### config.mk
export PLATFORM = sky130hd
export DESIGN_NAME = action_sequencer
export DESIGN_NICKNAME = d
export VERILOG_FILES = /design/src/rtl/action_sequencer.sv
export SDC_FILE = /design/constraint.sdc
export NUM_CORES = 2
export LEC_CHECK = 0
export CAP_MARGIN = 25
export CORE_UTILIZATION = 56
export DETAILED_ROUTE_END_ITERATION = 6
export GPL_TIMING_DRIVEN = 0
export HOLD_SLACK_MARGIN = 0.1
export PLACE_DENSITY = 0.79
export SETUP_SLACK_MARGIN = 0.3
export SYNTH_ARGS = -nofsm -noshare
export SYNTH_HDL_FRONTEND = slang
export SYNTH_SLANG_ARGS = --single-unit
export TNS_END_PERCENT = 20
### constraint.sdc
create_clock -name clk -period 7.18 [get_ports clk]
set_clock_uncertainty 0.2 [all_clocks]
set_input_delay 0.718 -clock clk [delete_from_list [all_inputs] [get_ports clk]]
set_output_delay 0.718 -clock clk [all_outputs]
set_load 0.01 [all_outputs]
### src/rtl/action_sequencer.sv
// One-shot trigger sequencer: fires one pulse per enabled channel in ascending order, with optional repeat rounds.
// ACTION_SEQ_ROUND_CNT_EN adds a saturating 16-bit completed-round counter output.
module action_sequencer #(
  parameter  int CHANNELS = 8,
  parameter  int CNT_W    = 32,
  localparam int IDX_W    = $clog2(CHANNELS)
) (
  input  logic                      clk,
  input  logic                      nrst,
  input  logic                      start,
  input  logic                      abort,
  input  logic                      rpt,
  input  logic [CHANNELS-1:0]       ch_en,
  input  logic [CHANNELS*CNT_W-1:0] delays,
  input  logic [CHANNELS*CNT_W-1:0] widths,
  output logic                      busy,
  output logic                      done,
  output logic [IDX_W-1:0]          step_idx,
  output logic [CHANNELS-1:0]       out
`ifdef ACTION_SEQ_ROUND_CNT_EN
  ,
  output logic [15:0]               rounds
`endif
);

  typedef enum logic [1:0] {IDLE, DELAY, PULSE} state_e;

  state_e                    state_q, state_d;
  logic [CNT_W-1:0]          cnt_q, cnt_d;
  logic [IDX_W-1:0]          idx_q, idx_d;
  logic [CHANNELS-1:0]       out_q, out_d;
  logic [CHANNELS-1:0]       en_q, en_d;
  logic [CHANNELS*CNT_W-1:0] dly_q, dly_d;
  logic [CHANNELS*CNT_W-1:0] wid_q, wid_d;
  logic                      rpt_q, rpt_d;
  logic                      busy_q, busy_d;
  logic                      done_q, done_d;

  logic [CHANNELS*CNT_W-1:0] src_dly, src_wid;
  logic [CHANNELS-1:0]       above;
  logic [CNT_W-1:0]          cur_wid, ent_dly, ent_wid;
  logic [IDX_W-1:0]          enter_idx;
  logic                      enter;
  logic                      round_end;
  logic                      round_clr;

  function automatic logic [IDX_W-1:0] lowest(input logic [CHANNELS-1:0] m);
    lowest = '0;
    for (int i = CHANNELS - 1; i >= 0; i--) begin
      if (m[i]) lowest = IDX_W'(i);
    end
  endfunction

  function automatic logic [CNT_W-1:0] width_cnt(input logic [CNT_W-1:0] w);
    width_cnt = (w == '0) ? '0 : w - CNT_W'(1);
  endfunction

  // While idle the first channel is loaded straight from the inputs being latched.
  assign src_dly = (state_q == IDLE) ? delays : dly_q;
  assign src_wid = (state_q == IDLE) ? widths : wid_q;
  assign cur_wid = wid_q[int'(idx_q)*CNT_W +: CNT_W];

  always_comb begin
    above = '0;
    for (int i = 0; i < CHANNELS; i++) begin
      above[i] = en_q[i] && (i > int'(idx_q));
    end
  end

  always_comb begin
    state_d   = state_q;
    cnt_d     = cnt_q;
    idx_d     = idx_q;
    out_d     = out_q;
    en_d      = en_q;
    dly_d     = dly_q;
    wid_d     = wid_q;
    rpt_d     = rpt_q;
    busy_d    = busy_q;
    done_d    = 1'b0;
    enter     = 1'b0;
    enter_idx = '0;
    ent_dly   = '0;
    ent_wid   = '0;
    round_end = 1'b0;
    round_clr = 1'b0;

    case (state_q)
      IDLE: begin
        if (start && !abort) begin
          en_d      = ch_en;
          dly_d     = delays;
          wid_d     = widths;
          rpt_d     = rpt;
          round_clr = 1'b1;
          if (|ch_en) begin
            enter     = 1'b1;
            enter_idx = lowest(ch_en);
            busy_d    = 1'b1;
          end else begin
            done_d    = 1'b1;
            round_end = 1'b1;
          end
        end
      end
      DELAY: begin
        if (abort) begin
          state_d = IDLE;
          out_d   = '0;
          busy_d  = 1'b0;
          idx_d   = '0;
          cnt_d   = '0;
        end else if (cnt_q == '0) begin
          state_d = PULSE;
          out_d   = CHANNELS'(1) << idx_q;
          cnt_d   = width_cnt(cur_wid);
        end else begin
          cnt_d = cnt_q - CNT_W'(1);
        end
      end
      PULSE: begin
        if (abort) begin
          state_d = IDLE;
          out_d   = '0;
          busy_d  = 1'b0;
          idx_d   = '0;
          cnt_d   = '0;
        end else if (cnt_q == '0) begin
          out_d = '0;
          if (|above) begin
            enter     = 1'b1;
            enter_idx = lowest(above);
          end else begin
            done_d    = 1'b1;
            round_end = 1'b1;
            if (rpt_q) begin
              enter     = 1'b1;
              enter_idx = lowest(en_q);
            end else begin
              state_d = IDLE;
              busy_d  = 1'b0;
              idx_d   = '0;
            end
          end
        end else begin
          cnt_d = cnt_q - CNT_W'(1);
        end
      end
      default: state_d = IDLE;
    endcase

    // A zero pre-delay skips DELAY so the pulse lands in the very next cycle.
    if (enter) begin
      ent_dly = src_dly[int'(enter_idx)*CNT_W +: CNT_W];
      ent_wid = src_wid[int'(enter_idx)*CNT_W +: CNT_W];
      idx_d   = enter_idx;
      if (ent_dly == '0) begin
        state_d = PULSE;
        out_d   = CHANNELS'(1) << enter_idx;
        cnt_d   = width_cnt(ent_wid);
      end else begin
        state_d = DELAY;
        out_d   = '0;
        cnt_d   = ent_dly - CNT_W'(1);
      end
    end
  end

  always_ff @(posedge clk or negedge nrst) begin
    if (!nrst) begin
      state_q <= IDLE;
      cnt_q   <= '0;
      idx_q   <= '0;
      out_q   <= '0;
      en_q    <= '0;
      dly_q   <= '0;
      wid_q   <= '0;
      rpt_q   <= 1'b0;
      busy_q  <= 1'b0;
      done_q  <= 1'b0;
    end else begin
      state_q <= state_d;
      cnt_q   <= cnt_d;
      idx_q   <= idx_d;
      out_q   <= out_d;
      en_q    <= en_d;
      dly_q   <= dly_d;
      wid_q   <= wid_d;
      rpt_q   <= rpt_d;
      busy_q  <= busy_d;
      done_q  <= done_d;
    end
  end

  assign busy     = busy_q;
  assign done     = done_q;
  assign step_idx = idx_q;
  assign out      = out_q;

`ifdef ACTION_SEQ_ROUND_CNT_EN
  logic [15:0] rounds_q;

  always_ff @(posedge clk or negedge nrst) begin
    if (!nrst) begin
      rounds_q <= '0;
    end else if (round_clr) begin
      rounds_q <= round_end ? 16'd1 : 16'd0;
    end else if (round_end && rounds_q != 16'hFFFF) begin
      rounds_q <= rounds_q + 16'd1;
    end
  end

  assign rounds = rounds_q;
`else
  logic unused_round;
  assign unused_round = round_end ^ round_clr;
`endif

endmodule
# Yosys cells after proc, flatten, opt, wreduce, memory -nomap -nowiden
# Cells that the tools add are included.
op_classes:
  n_addsub: 4
  multipliers: 0
  n_div: 0
  order_cmp: 7
  eq_ne: 15
  n_shift: 5
  mux: 85
  bitwise: 0
  n_reduce_logical: 24
ops:
  columns: ["cell", "count"]
  rows:
  - ["$shiftx 256x9->32", 3]
  - ["$mux 256", 2]
  - ["$mux 32", 8]
  - ["$logic_not 32->1", 4]
  - ["$sub 32x1->32 const B", 4]
  - ["$mux 3", 35]
  - ["$pmux 32 s2", 1]
  - ["$mux 8", 6]
  - ["$ne 4x4->1 const B", 5]
  - ["$mux 1", 18]
  - ["$mux 2", 8]
  - ["$pmux 8 s2", 1]
  - ["$shl 1x3->8 const A", 2]
  - ["$gt 3x3->1 const A", 4]
  - ["$ne 3x3->1 const B", 4]
  - ["$pmux 3 s2", 2]
  - ["$reduce_and 5->1", 2]
  - ["$logic_and 1x1->1", 8]
  - ["$reduce_or 8->1", 1]
  - ["$reduce_and 7->1", 1]
  - ["$reduce_or 7->1", 1]
  - ["$gt 2x3->1 const A", 2]
  - ["$pmux 2 s3", 1]
  - ["$reduce_bool 3->1", 2]
  - ["11 further kinds", 15]
word_totals:
  register_bits: 568
  latchBits: 0
  mem_bits_rw: 0
  mem_bits_ro: 0
  in_bits: 525
  out_inout_bits: 13
  word_cells: 150
  mem_count: 0

# Longest topological paths before layout
logic_depth:
  word_depth: 18
  ltp_mapped: 26
  mapped_depth_nobuf: 18

# Least setup slack after synthesis
# OpenSTA, ideal clock, no wires.
synth_path:
  path_kind: "reg-to-reg"
  startpoint: "reg cnt_q[2]"
  endpoint: "reg cnt_q[30]"
  setup_ps: 122
  arrival_ps: 5388
  t_required_ps: 6858
  slack_ps: 1471
  stages_incl_launch_ff: 22
  period_less_slack_ps: 5709
  cell_sequence: "dfrtp_1 or4_4 or4b_1 buf_2 nor3_2 a31o_1 buf_4 buf_6 buf_6 buf_1 mux4_2 mux2i_1 nand2_1 nand2_1 ha_1 o31a_1 nand4_1 or3_4 or4_4 mux2_4 a211oi_2 nor2_1"
synth_between:
  elab_chain_len: 9
  word_cells_on_any_way: 25
  classes_between: "add/sub (3); eq/ne (1); shift (2); mux (14); reduce/logical (5)"
synth_rtl:
  columns: ["element", "line_no", "text"]
  rows:
  - ["from (decl)", "29", "logic [CNT_W-1:0] cnt_q, cnt_d;"]
  - ["from (signal assigned)", "183", "cnt_q <= cnt_d;"]
  - ["$logic_not 32->1", "113, 128", null]
  - ["$mux 3", "128", "end else if (cnt_q == '0) begin"]
  - ["$mux 3", "122", "if (abort) begin"]
  - ["$pmux 3 s2", "88", "case (state_q)"]
  - ["$shiftx 256x9->32", "155", "ent_wid = src_wid[int'(enter_idx)*CNT_W +: CNT_W];"]
  - ["$sub 32x1->32 / $logic_not 32->1 (equally long branches)", "55", "width_cnt = (w == '0) ? '0 : w - CNT_W'(1);"]
  - ["$mux 32", "55", null]
  - ["$mux 32", "157", "if (ent_dly == '0) begin"]
  - ["$mux 32", "153", "if (enter) begin"]
# Parallel ways exist; a longest one is shown, timed or not. The select of a mux whose other input is x is not followed.
# A chain may end at the register's enable or synchronous reset.

# Worst setup path in the final report
layout_path:
  startpoint: "reg state_q[1]"
  endpoint: "reg cnt_q[10]"
layout_between:
  elab_chain_len: 7
  word_cells_on_any_way: 20
  classes_between: "add/sub (2); eq/ne (3); shift (2); mux (8); reduce/logical (5)"
layout_rtl:
  columns: ["element", "line_no", "text"]
  rows:
  - ["from (decl)", "28", "state_e state_q, state_d;"]
  - ["from (signal assigned)", "182", "state_q <= state_d;"]
  - ["$eq 2x2->1 / $logic_not 2->1 (equally long branches)", "88, 59, 60", null]
  - ["$pmux 3 s2 / $mux 256 (equally long branches)", "88, 60", null]
  - ["$shiftx 256x9->32", "155", null]
  - ["$sub 32x1->32 / $logic_not 32->1 (equally long branches)", "55", null]
  - ["$mux 32", "55", null]
  - ["$mux 32", "157", null]
  - ["$mux 32", "153", null]
# Parallel ways exist; a longest one is shown, timed or not.

==> metrics.log <==
[metrics] result of the run: complete, but fails checks
[metrics] failing checks: DRC
[metrics] global-route total usage across every layer: 57.9%
[metrics] leading cell type in the layout, fill and taps excluded: sky130_fd_sc_hd__dfrtp_1
[metrics] Flop pwr share: between 20% and 30%
[metrics] most used flip-flop cell after synthesis: sky130_fd_sc_hd__dfrtp_1
[metrics] # H-tree levels: 3
[metrics] Post-DRT Antenna Nets: 0
[metrics] number of buffer and inverter instances along the worst setup path: 8
[metrics] DPL Wire Length: 147000 µm
[metrics] worst hold margin: 0.296 ns
[metrics] Gate power share: 55.2%
[metrics] Critical Path RT: 7.53 ns
[metrics] proportion of layout cells with a drive suffix above 1: 28.1%
[metrics] #FFs+latches synth: 568
[metrics] clock share of power: 17.2%
[metrics] gate count of the mapped netlist: between 3000 and 4000
[metrics] final critical-path required period: 7.05 ns
[metrics] CTS tree: yes
[metrics] number of pins with negative max-slew slack in the final report: 0
[metrics] TritonRoute pass-1 iters: 7
[metrics] Horiz. Die Dim: between 200 and 300 µm
[metrics] share of the cycle needed by the critical path after routing: a little over nine tenths
[metrics] worst slack at placement: -1.37 ns
[metrics] type of destination of the critical path: register
[metrics] internal power component: 12.2 mW
[metrics] number of top-level design ports: 538
[metrics] count of buffers from port buffering: 537
[metrics] detailed-route vias per instance: 7.57
[metrics] delay of the slowest cell on the worst path: 0.56 ns
[metrics] vias in the first global route: 36700
[metrics] tightest slew margin relative to the limit: about an eighth
[metrics] average size of a mapped cell: 11.3 µm²
[metrics] number of remaining DRC errors: 45
[metrics] worst hold path type: reg -> reg
[metrics] Die Ht: between 200 and 300 µm
[metrics] hold path depth: 1
[metrics] terminus of the critical flop-to-flop path: cnt_q[10]
[metrics] unrepaired setup endpoints after global routing: true
[metrics] final hold vios: 0
[metrics] VDD IR-drop max: 0.000315 V
[metrics] data arrival time of the worst path: about 7.4 ns
[metrics] number of CTS-inserted buffers: 68
[metrics] last weighted congestion value of the routability-driven placer: around 1.1
[metrics] number of nets at the end of the flow: 4458
[metrics] synth unique cells: 91
[metrics] Rows: 93
[metrics] Leakage: 18.8 nW
[metrics] worst setup slack for register-to-register paths: 0.13 ns
[metrics] Synth-to-Final Area Change: 28.9%
[metrics] power density over cell area: 465 mW/mm²
[metrics] sequential share of the synthesized area: 38.8%
[metrics] worst-path cell with the longest stage delay: sky130_fd_sc_hd__or3_4
[metrics] number of violations reported at the end of detailed-routing iteration 0: 6576
[metrics] Congestion Overflow GR: 0
[metrics] mapped cell area: 0.0367 mm²
[metrics] clock sink count: 568
[metrics] number of enable flip-flop cells after synthesis: 0
[metrics] Worst Setup Path Type: reg -> reg
[metrics] ordered cell list for the critical path: inv_1 > ha_1 > buf_2 > nand3b_1 > buf_4 > nor2_1 > o21ai_1 > buf_6 > clkbuf_1 > clkbuf_2 > clkbuf_2 > o211ai_1 > nor3_1 > nor2_1 > nand2_1 > ha_1 > o31a_1 > nand4_1 > or3_4 > nor2_4 > nand3_4 > buf_2 > o22ai_1 > o22a_1
[metrics] Core Box Area: 0.0646 mm²
[metrics] syn nets: 3771
[metrics] die area: approximately 0.066 mm²
[metrics] aggregate routed wire length: 196000 µm
[metrics] share of synthesized registers carrying an async set or reset: between 90% and 100%
[metrics] initial core utilization: 56.8%
[metrics] largest net degree at the start of global routing: 120
[metrics] maximum net fanout on the critical path: 10
[metrics] total net switching power: 9.79 mW
[metrics] Worst Setup Slack, final: 0.129 ns
[metrics] root buf cell: sky130_fd_sc_hd__clkbuf_16
[metrics] leading cell types in the layout, fill and taps excluded: sky130_fd_sc_hd__dfrtp_1 (568), sky130_fd_sc_hd__mux2_2 (553), sky130_fd_sc_hd__clkdlybuf4s50_1 (536), sky130_fd_sc_hd__mux2i_1 (192)
[metrics] hold path startpoint: dly_q[54]
[metrics] Yosys warnings: 0
[metrics] switching fraction of total power: 44.6%
[metrics] max-cap viol count: 0
[metrics] destination of the worst hold path: dly_q[54]
[metrics] Setup crit start kind: register
[metrics] kind of cell adding the most delay to the critical path: buffers and inverters
[metrics] Wirelength per Cell: 40.2 µm
[metrics] number of buffers on the longest clock path: 3
[metrics] Reg2Reg Launch Point: state_q[1]
[metrics] achievable frequency: 142 MHz
[metrics] slew at the pin closest to its max-slew limit: 1.31 ns
[metrics] clock slew at reported path FFs: roughly 0.07 ns
[metrics] final number of setup-violating endpoints: 0
[metrics] count of cells along the worst register-to-register path: 24
[metrics] first-pass GRT wire length: 269000 µm
[metrics] Clk Latency, worst-skew pair: 0.64 ns
[metrics] total vias in the final route: 36900
[metrics] initial antenna violation count: between 40 and 50
state kept, by name (all words and copies together), names as in the netlist:
register  count
dly_q       256
wid_q       256
cnt_q        32
en_q          8
out           8
step_idx      3
state_q       2
busy          1
done          1
rpt_q         1
worst max path at each step:
stage	end	slack, ns	startpoint	cells past startpoint
floorplan	cnt_q[30]	1.47	cnt_q[2]	21
global placement	en_q[4]	-21.06	nrst	1
detailed placement	cnt_q[5]	-1.37	state_q[0]	20
CTS	cnt_q[1]	0.21	cnt_q[2]	18
global route	cnt_q[1]	0.23	cnt_q[2]	23
finish	cnt_q[10]	0.13	state_q[1]	24
cell usage after synthesis (6+ instances only):
cell type | instances | area [µm²]
sky130_fd_sc_hd__nor4_1 | 23 | 144
sky130_fd_sc_hd__inv_1 | 22 | 82.6
sky130_fd_sc_hd__nor2b_1 | 30 | 188
sky130_fd_sc_hd__a22oi_1 | 38 | 285
sky130_fd_sc_hd__a21oi_1 | 59 | 295
sky130_fd_sc_hd__nand2b_1 | 8 | 50.1
sky130_fd_sc_hd__a31oi_1 | 27 | 169
sky130_fd_sc_hd__nand4_1 | 33 | 206
sky130_fd_sc_hd__nand3_1 | 74 | 370
sky130_fd_sc_hd__mux2i_1 | 195 | 1950
sky130_fd_sc_hd__o311ai_0 | 19 | 166
sky130_fd_sc_hd__or4_1 | 17 | 128
sky130_fd_sc_hd__a32o_1 | 6 | 60.1
sky130_fd_sc_hd__o221ai_1 | 26 | 228
sky130_fd_sc_hd__buf_4 | 9 | 67.6
sky130_fd_sc_hd__buf_1 | 38 | 143
sky130_fd_sc_hd__mux4_2 | 181 | 4080
sky130_fd_sc_hd__clkbuf_1 | 169 | 634
sky130_fd_sc_hd__nand2_1 | 185 | 694
sky130_fd_sc_hd__ha_1 | 8 | 100
sky130_fd_sc_hd__and2_1 | 17 | 106
sky130_fd_sc_hd__xor2_1 | 44 | 385
sky130_fd_sc_hd__nor2_1 | 188 | 706
sky130_fd_sc_hd__o211ai_1 | 24 | 180
sky130_fd_sc_hd__buf_2 | 39 | 195
sky130_fd_sc_hd__mux2_2 | 553 | 6230
sky130_fd_sc_hd__nor3_2 | 7 | 70.1
sky130_fd_sc_hd__and3_1 | 24 | 150
sky130_fd_sc_hd__dfrtp_1 | 568 | 14200
sky130_fd_sc_hd__a221oi_1 | 12 | 105
sky130_fd_sc_hd__a22o_1 | 12 | 105
sky130_fd_sc_hd__o21ai_0 | 89 | 445
sky130_fd_sc_hd__o22a_1 | 15 | 131
sky130_fd_sc_hd__nor3_1 | 104 | 521
sky130_fd_sc_hd__o32ai_1 | 9 | 78.8
sky130_fd_sc_hd__o31ai_1 | 12 | 90.1
sky130_fd_sc_hd__a211oi_1 | 73 | 548
sky130_fd_sc_hd__a31o_2 | 6 | 52.6
sky130_fd_sc_hd__buf_6 | 11 | 124
sky130_fd_sc_hd__xnor2_1 | 57 | 499
sky130_fd_sc_hd__a2111oi_0 | 7 | 61.3
sky130_fd_sc_hd__or3_1 | 51 | 319
sky130_fd_sc_hd__o22ai_1 | 37 | 231
sky130_fd_sc_hd__a211o_1 | 10 | 87.6
timing repair:
item | 4_1_cts | 5_1_grt
hold buffers | 1 | 0
pin swaps | 2 | 2
resized for setup | 77 | 95
setup endpoints to repair | 42 | 41
setup buffers | 2 | 2
hold endpoints to repair | 55 | 0
per-layer routing:
| metal | part of all wire [%] | global-route usage, % | wire (µm) | up-vias |
|---|---|---|---|---|
| met5 | 0.11 | 0.214 | 218 | - |
| met4 | 11 | 46.1 | 20700 | 22 |
| met3 | 16 | 28.5 | 31900 | 1318 |
| met2 | 40 | 80.6 | 79000 | 3773 |
| met1 | 33 | 67.7 | 63800 | 17900 |
| li1 | - | - | - | 13800 |
cells by family after synthesis:
kind of cell | Yosys count | share of synthesized area, %
mux | 930 | 33.5
simple gates | 801 | 11.1
flops | 568 | 38.8
compound gates | 541 | 10.5
buf+inv | 289 | 3.44
xor+xnor | 101 | 2.41
fa+ha+maj | 8 | 0.273
cell type report:
class                           instances  area [µm²]
Clock buffer                           91        1960
Buffer                                266        1390
Clock inverter                         29         409
Timing Repair Buffer                  618        6650
Antenna cell                           38        95.1
Tap cell                              855        1070
Inverter                               22        82.6
Sequential cell                       568       14200
Fill cell                            4501       17300
Multi-Input combinational cell       2381       21400
per-stage QoR:
step                      util, %  area [µm²]  cells  setup TNS (ns)  total power, mW
final                        73.1       47200   4868               0             22.0
after global routing         73.1       47200   4858               0             22.2
after CTS                    72.5       46800   4820               0             20.9
after detailed placement     68.5       44200   4697          -42.86             17.1
after global placement       66.7       43100   4630               -             16.4
after floorplan                 -       36700   3238               0             12.5
power by group through the flow:
stage	logic (mW)	registers, mW	clock network, mW
5_1_grt	12.2	6.18	3.85
3_3_place_gp	10.6	5.88	0
4_1_cts	11.3	5.95	3.72
2_1_floorplan	6.89	5.57	0
3_5_place_dp	11.1	5.97	0
6_report	12.1	6.07	3.77
No activity file was read; power rests on OpenSTA's default activity.
